## config.mk

```make
export PLATFORM = sky130hd
export DESIGN_NAME = fp_res_collector
export DESIGN_NICKNAME = d
export VERILOG_FILES = /design/src/rtl/fp_res_collector.sv
export SDC_FILE = /design/constraint.sdc
export NUM_CORES = 1
export LEC_CHECK = 0
export ABC_AREA = 1
export CAP_MARGIN = 15
export CORE_MARGIN = 4
export CORE_UTILIZATION = 59
export DETAILED_ROUTE_END_ITERATION = 6
export PLACE_DENSITY = 0.89
export SLEW_MARGIN = 20
export SYNTH_ARGS = -nofsm -noshare
export SYNTH_HDL_FRONTEND = slang
export SYNTH_SLANG_ARGS = --single-unit
```

## constraint.sdc

```tcl
create_clock -name clk -period 3.48 [get_ports clk]
set_input_delay 0.522 -clock clk [delete_from_list [all_inputs] [get_ports clk]]
set_output_delay 0.522 -clock clk [all_outputs]
set_load 0.01 [all_outputs]
```

## src/rtl/fp_res_collector.sv

```systemverilog
// Result collector for the pipelined float32 adder: FWFT FIFO on the result stream,
// issue-side credit so no in-flight result can overflow it, and post-reset blanking.
module fp_res_collector #(
  parameter int unsigned DEPTH = 8,
  parameter int unsigned LAT   = 3
) (
  input  logic                         clk,
  input  logic                         rst,
  input  logic                         issue,
  output logic                         can_issue,
  input  logic                         in_val,
  input  logic [31:0]                  in_res,
  output logic                         out_valid,
  input  logic                         out_ready,
  output logic [31:0]                  out_data,
  output logic                         out_nan,
  output logic                         out_inf,
  output logic [$clog2(DEPTH+1)-1:0]   count,
  output logic                         err_proto
);

  localparam int unsigned CW = $clog2(DEPTH + 1);
  localparam int unsigned PW = $clog2(DEPTH);
  localparam int unsigned BW = (LAT < 1) ? 1 : $clog2(LAT + 1);
  localparam logic [CW-1:0] INFL_MAX = '1;

  logic [31:0]   mem_q [DEPTH];
  logic [31:0]   mem_d [DEPTH];
  logic [PW-1:0] wr_ptr_q, wr_ptr_d;
  logic [PW-1:0] rd_ptr_q, rd_ptr_d;
  logic [CW-1:0] count_q, count_d;
  logic [CW-1:0] infl_q, infl_d;
  logic [BW-1:0] blank_q, blank_d;
  logic          err_q, err_d;

  logic          blanking, full, pop, push, in_live;
  logic [CW:0]   used;
  logic [CW:0]   infl_sum;

  assign blanking  = (blank_q != BW'(LAT));
  assign full      = (count_q == CW'(DEPTH));
  assign pop       = (count_q != '0) && out_ready;
  // results arriving during blanking belong to pre-reset issues and are discarded
  assign in_live   = in_val && !blanking;
  assign push      = in_live && (!full || pop);
  assign used      = {1'b0, count_q} + {1'b0, infl_q};
  assign can_issue = !blanking && (used < (CW+1)'(DEPTH));

  assign out_valid = (count_q != '0);
  assign out_data  = mem_q[rd_ptr_q];
  assign out_nan   = (out_data[30:23] == 8'hFF) && (out_data[22:0] != '0);
  assign out_inf   = (out_data[30:23] == 8'hFF) && (out_data[22:0] == '0);
  assign count     = count_q;
  assign err_proto = err_q;

  always_comb begin
    mem_d    = mem_q;
    wr_ptr_d = wr_ptr_q;
    rd_ptr_d = rd_ptr_q;
    count_d  = count_q;
    blank_d  = blank_q;

    if (push) begin
      mem_d[wr_ptr_q] = in_res;
      wr_ptr_d        = wr_ptr_q + PW'(1);
    end
    if (pop) begin
      rd_ptr_d = rd_ptr_q + PW'(1);
    end

    if (push && !pop) begin
      count_d = count_q + CW'(1);
    end else if (pop && !push) begin
      count_d = count_q - CW'(1);
    end

    // floor at zero on unexpected results, ceiling on runaway illegal issues
    infl_sum = {1'b0, infl_q} + (CW+1)'(issue) - (CW+1)'(in_live && (infl_q != '0));
    infl_d   = (infl_sum > {1'b0, INFL_MAX}) ? INFL_MAX : infl_sum[CW-1:0];

    err_d = err_q
          | (issue && !can_issue)
          | (in_live && !push)
          | (in_live && (infl_q == '0));

    if (blanking) begin
      blank_d = blank_q + BW'(1);
    end
  end

  always_ff @(posedge clk) begin
    if (rst) begin
      wr_ptr_q <= '0;
      rd_ptr_q <= '0;
      count_q  <= '0;
      infl_q   <= '0;
      blank_q  <= '0;
      err_q    <= 1'b0;
    end else begin
      wr_ptr_q <= wr_ptr_d;
      rd_ptr_q <= rd_ptr_d;
      count_q  <= count_d;
      infl_q   <= infl_d;
      blank_q  <= blank_d;
      err_q    <= err_d;
    end
    mem_q <= mem_d;
  end

endmodule

```

==> impl_metrics.tcl, run 1 <==
set metrics [dict create \
    hold_viol 0 \
    gp_congestion 0.776 \
    dieArea_um2 22000 \
    ys_types 27 \
    grt.overflow.total 0 \
    numCtsBuffers 27 \
    most-common-layout-cells "nand2_1 (288), edfxtp_1 (256), inv_1 (123)" \
    fin_crit_sh 0.897 \
    setup_viol 0 \
    setup_slack_ps 358 \
    fp.dieH_um 148 \
    grt_pass1_vias 8347 \
    ant_nets 0 \
    hold_ws_ps 475 \
    grt_pass1_wl_um 44200 \
    hp-class "reg -> reg" \
    outcome "finished, final reports clean" \
    path_clk_slew_ps 60 \
    antenna_found_initial 0 \
    tightest_slew_ps 588 \
    synthesis.nets 1135 \
    num_vias 8299 \
    htree_levels 1 \
    rr_worst_depth 17 \
    path_cells "buf_6, nor2_1, o21ai_1, nand2_1, nand2_1, nand2_1, nor2_1, nand2_1, nor2_4, nand2_1, nor2_1, dlymetal6s2s_1" \
    clock_latency_ps 540 \
    synth.yosys.seq_area_share 0.691 \
    hpwl_um 15200 \
    cp-start-kind "flip-flop" \
    layout-drive-gt1-share 0.0711 \
    rsz0062_at_grt "false" \
    cts.path.max_buffers 3 \
    crit_type "reg -> out" \
    place_inst 1393 \
    drtPass1Iterations 5 \
    fmax_ghz 0.320 \
    end_kind "primary output" \
    synth_top_area_cell "edfxtp_1" \
    ys_warn_count 0 \
    fillers 1171 \
    cp_num_cells 12 \
    critPathMaxStageDelay_ps 390 \
    crit_required_ps 2960 \
    dp_slack_ps 348 \
    whs_path_depth 2 \
    fin_nets 1215 \
    grt_max_degree 66 \
    drc_errors 0 \
    boundaryPins 78 \
    drtIter0Drc 1063 \
    final_cell_count_no_fill 1447 \
    synth-seq-cells 273 \
    coreArea_um2 19400 \
    holdBufCountCts 0 \
    netlist_top_cells_area "edfxtp_1 (66%), nand2_1 (9.4%), nor2_1 (4.2%), inv_1 (4.0%), nand3_1 (3.0%)" \
    fp-row-count 51 \
    layout_commonest_cell "nand2_1" \
    cp_top_family "simple AND/OR/NAND/NOR gates" \
    cp_slowest_cell "dfxtp_2" \
    cts_tree "yes" \
    critPathMaxFanout 43 \
    area_delta_synth_final_pct 18.7 \
    cts_root_buf "clkbuf_16" \
    gr-usage-all-layers 0.258 \
    netlist_area_um2 11600 \
    via_per_inst 5.74 \
    syn_inst 1081 \
    routed_wl_um 28500 \
    fin_crit_ps 3120 \
    cp.arrival_ps 2600 \
    p_leak_nw 5.44 \
    skew_ps 7.79 \
    syn_avg_cell_area_um2 10.8 \
    start_util 0.599 \
    cellPowerDensity_nw_per_um2 735 \
    die_w_um 148 \
    crit_buf_inv 2 \
    relSlewSlack 0.608 \
    utilization 0.711 \
    irDropWorstVdd_v 0.000422 \
    max-cap-violations 0 \
    synth_top_area_share 0.661 \
    slew_violations 0 \
    port_buffers 77 \
    fin_setup_tns_ps 0 \
    timing.critical_path.mode_cell "nand2_1" \
    cts_sinks 273 \
    routedWlPerCell_um 19.7 \
]
[power by group]
group | switching [W] | total (W) | internal, W | leakage [nW]
logic | 0.00218 | 0.00360 | 0.00142 | 2.58
clock network | 0.00121 | 0.00276 | 0.00155 | 0.419
registers | 0.000101 | 0.00378 | 0.00368 | 2.44
[layout make-up]
type | count | area [µm²] | share of cell area
flip-flops and latches | 273 | 8030 | 0.582
diodes | 1 | 2.50 | 0.000181
multi-input cells | 632 | 2910 | 0.211
clock inverters | 16 | 87.6 | 0.00635
well taps | 265 | 332 | 0.0240
clock buffers | 33 | 761 | 0.0552
repair buffers | 101 | 1190 | 0.0860
inverters | 126 | 487 | 0.0353
[cells by family (layout without fill, tap and decap cells)]
logic type / count (synthesis) / in the layout / share of synthesized area
simple gates: 493 / 493 / 0.168
compound gates: 117 / 117 / 0.0526
xor+xnor: 5 / 5 / 0.00377
flops: 273 / 273 / 0.691
buf+inv: 176 / 276 / 0.0657
other cells: 0 / 1 / 0
fa+ha+maj: 17 / 17 / 0.0196
[stage by stage]
step                      total power [W]  area [µm²]
after CTS                          0.0100       13700
after detailed placement          0.00712       12800
after floorplan                   0.00591       11600
after global routing               0.0107       13800
after global placement            0.00696       12800
final                              0.0101       13800
[cells in the mapped netlist (all sizes together)]
library cell and number:
a21oi 14, a31oi 2, buf 36, clkbuf 14
clkinv 1, dfxtp 17, edfxtp 256, fa 2
ha 15, inv 125, nand2 290, nand3 69
nor2 129, nor3 3, nor3b 1, o211ai 1
o21ai 85, o21bai 2, o22ai 13, or2 1
xnor2 1, xor2 4
[worst reg2reg max path: stages, from the launching register on]
cell      delay [ps]
dfxtp_1          400
inv_1             90
ha_1             210
nand2_1           70
nor2_1            50
nor2_1           110
ha_1             240
inv_1             60
ha_1             160
inv_1             50
fa_1             390
nor2_1           150
nor2_1            60
o21bai_1         140
xor2_1           310
o21ai_0          150
nand2_1           80
inv_1             40
[flip-flops by register name, indices dropped and copies added, names as in the netlist]
register / cells
blank_q: 2
count: 4
err_proto: 1
infl_q: 4
mem_q: 256
rd_ptr_q: 3
wr_ptr_q: 3
[timing repair]
item	4_1_cts	5_1_grt
resized for setup	11	11
gates cloned	2	1
setup buffers	0	1
pin swaps	0	1
endpoints found under the setup margin	2	2
[layer usage]
layer	up-vias	GRT usage	part of all wire
met5	-	0	0
met4	0	0.104	0.037
met3	96	0.0381	0.096
met2	555	0.440	0.50
met1	3897	0.336	0.36
li1	3751	-	-
[path summary, 6_finish.rpt]
path         slack, ps   startpoint         end
max                360  rd_ptr_q[1]     out_inf
min                470   blank_q[1]  blank_q[1]
max reg2reg        640    infl_q[2]   infl_q[2]
min reg2reg        470   blank_q[1]  blank_q[1]
(Power assumes the default switching activity.)
==> run 2: changes to the inputs <==
--- a/config.mk
+++ b/config.mk
@@ -8,3 +8,3 @@
 export ABC_AREA = 1
-export CAP_MARGIN = 15
+export CAP_MARGIN = 20
 export CORE_MARGIN = 4
==> constraint.sdc (replaced) <==
create_clock -name clk -period 3.4 [get_ports clk]
set_input_delay 0.51 -clock clk [delete_from_list [all_inputs] [get_ports clk]]
set_output_delay 0.51 -clock clk [all_outputs]
set_load 0.005 [all_outputs]
==> impl_metrics.tcl, run 2 (synthesis gave the netlist of run 1 again) <==
set metrics [dict create \
    routed_wl_um 27600 \
    numCtsBuffers 26 \
    cts_sinks 273 \
    whs_path_depth 2 \
    cts.path.max_buffers 3 \
    via_per_inst 5.65 \
    end_kind "primary output" \
    num_vias 8173 \
    dieArea_um2 22000 \
    fmax_ghz 0.307 \
    layout_commonest_cell "nand2_1" \
    grt_pass1_wl_um 41900 \
    routedWlPerCell_um 19.1 \
    antenna_found_initial 0 \
    drtPass1Iterations 6 \
    fp.dieH_um 148 \
    holdBufCountCts 0 \
    crit_required_ps 2890 \
    slew_violations 0 \
    hold_viol 0 \
    multi_input_area_um2 2900 \
    regArea_um2 8040 \
    rr_worst_depth 17 \
    cellPowerDensity_nw_per_um2 735 \
    start_util 0.599 \
    clock_latency_ps 530 \
    cp.arrival_ps 2750 \
    setup_viol 0 \
    fin_crit_ps 3260 \
    hpwl_um 15000 \
    crit_type "reg -> out" \
    fp-row-count 51 \
    fin_nets 1218 \
    layout-drive-gt1-share 0.0652 \
    regMostFlops "mem_q" \
    irDropWorstVdd_v 0.000407 \
    die_w_um 148 \
    area_delta_synth_final_pct 18.5 \
    rsz0062_at_grt "false" \
    relSlewSlack 0.730 \
    fin_setup_tns_ps 0 \
    grt_pass1_vias 8013 \
    largest_reg_flops 256 \
    gp_congestion 0.804 \
    tightest_slew_ps 404 \
    cts_root_buf "clkbuf_16" \
    antenna_cells 0 \
    most-common-layout-cells "nand2_1 (289), edfxtp_1 (256), inv_1 (123)" \
    hp-class "reg -> reg" \
    fin_crit_sh 0.959 \
    boundaryPins 78 \
    cp-start-kind "flip-flop" \
    outcome "finished, final reports clean" \
    drc_errors 0 \
    cts_tree "yes" \
    grt.overflow.total 0 \
    drtIter0Drc 1081 \
    skew_ps 15.1 \
    fillers 1205 \
    p_leak_nw 5.40 \
    dp_slack_ps 314 \
    grt_max_degree 64 \
    htree_levels 1 \
    path_clk_slew_ps 60 \
    port_buffers 77 \
    max-cap-violations 0 \
    critPathMaxFanout 33 \
    coreArea_um2 19400 \
    ant_nets 0 \
    gr-usage-all-layers 0.245 \
    setup_slack_ps 139 \
]
==> run 2: cell count changes in the layout (fill, tap and decap cells not counted), moves of 2 or more <==
cell,change
inv_6,-2
nor2_2,+2
clkinv_2,-4
clkinvlp_4,-2
buf_6,-2
dlymetal6s2s_1,-2
clkbuf_1,+8
buf_4,+4
==> run 2: worst paths after layout <==
path / start / endpoint / slack (ps)
hold / removal: blank_q[1] / blank_q[1] / 460
setup / recovery: rd_ptr_q[0] / out_nan / 140
setup reg to reg: infl_q[2] / infl_q[2] / 620
hold reg to reg: blank_q[1] / blank_q[1] / 460
==> run 2: cell type report <==
type                            instances  area share
Sequential cell                       273       0.584
Multi-Input combinational cell        632       0.211
Clock inverter                          6     0.00191
Inverter                              126      0.0353
Clock buffer                           39      0.0538
Tap cell                              265      0.0241
Timing Repair Buffer                  105      0.0908
==> run 2: worst max-delay path: stages (launching register included) <==
cell and delay, ps:
dfxtp_4 440, buf_4 150, clkbuf_16 220, nand2_1 80, nand3_1 90, nand3_1 90, nand2_1 140, nand2_1 110
nor2_1 160, nand2_1 100, nor2_2 140, a21oi_1 80, clkdlybuf4s50_1 440
==> run 2: what timing repair did <==
item | 4_1_cts | 5_1_grt
gates resized for setup | 15 | 8
setup endpoints to repair | 2 | 1
gates cloned | 1 | 2
buffers inserted | 0 | 4
==> run 2: where the power goes <==
part | switching (W) | total, W | leakage (nW) | internal (W)
registers | 0.000113 | 0.00388 | 2.44 | 0.00377
logic | 0.00209 | 0.00361 | 2.58 | 0.00152
clock network | 0.00113 | 0.00262 | 0.375 | 0.00149
==> run 2: through the flow <==
step	utilization	instances	instance area [µm²]	total power [W]	hold WS, ps
finish	0.710	1446	13800	0.0101	462
global placement	0.661	1395	12800	0.00705	438
CTS	0.705	1441	13700	0.00994	462
floorplan	-	1081	11600	0.00594	428
detailed placement	0.661	1395	12800	0.00720	445
global route	0.710	1446	13800	0.0106	475
==> run 2: layer usage <==
| metal | share of wire | track usage | vias up |
|---|---|---|---|
| met2 | 0.51 | 0.423 | 516 |
| met3 | 0.10 | 0.0484 | 77 |
| li1 | - | - | 3759 |
| met1 | 0.35 | 0.305 | 3821 |
| met4 | 0.034 | 0.0998 | 0 |
| met5 | 0 | 0 | - |
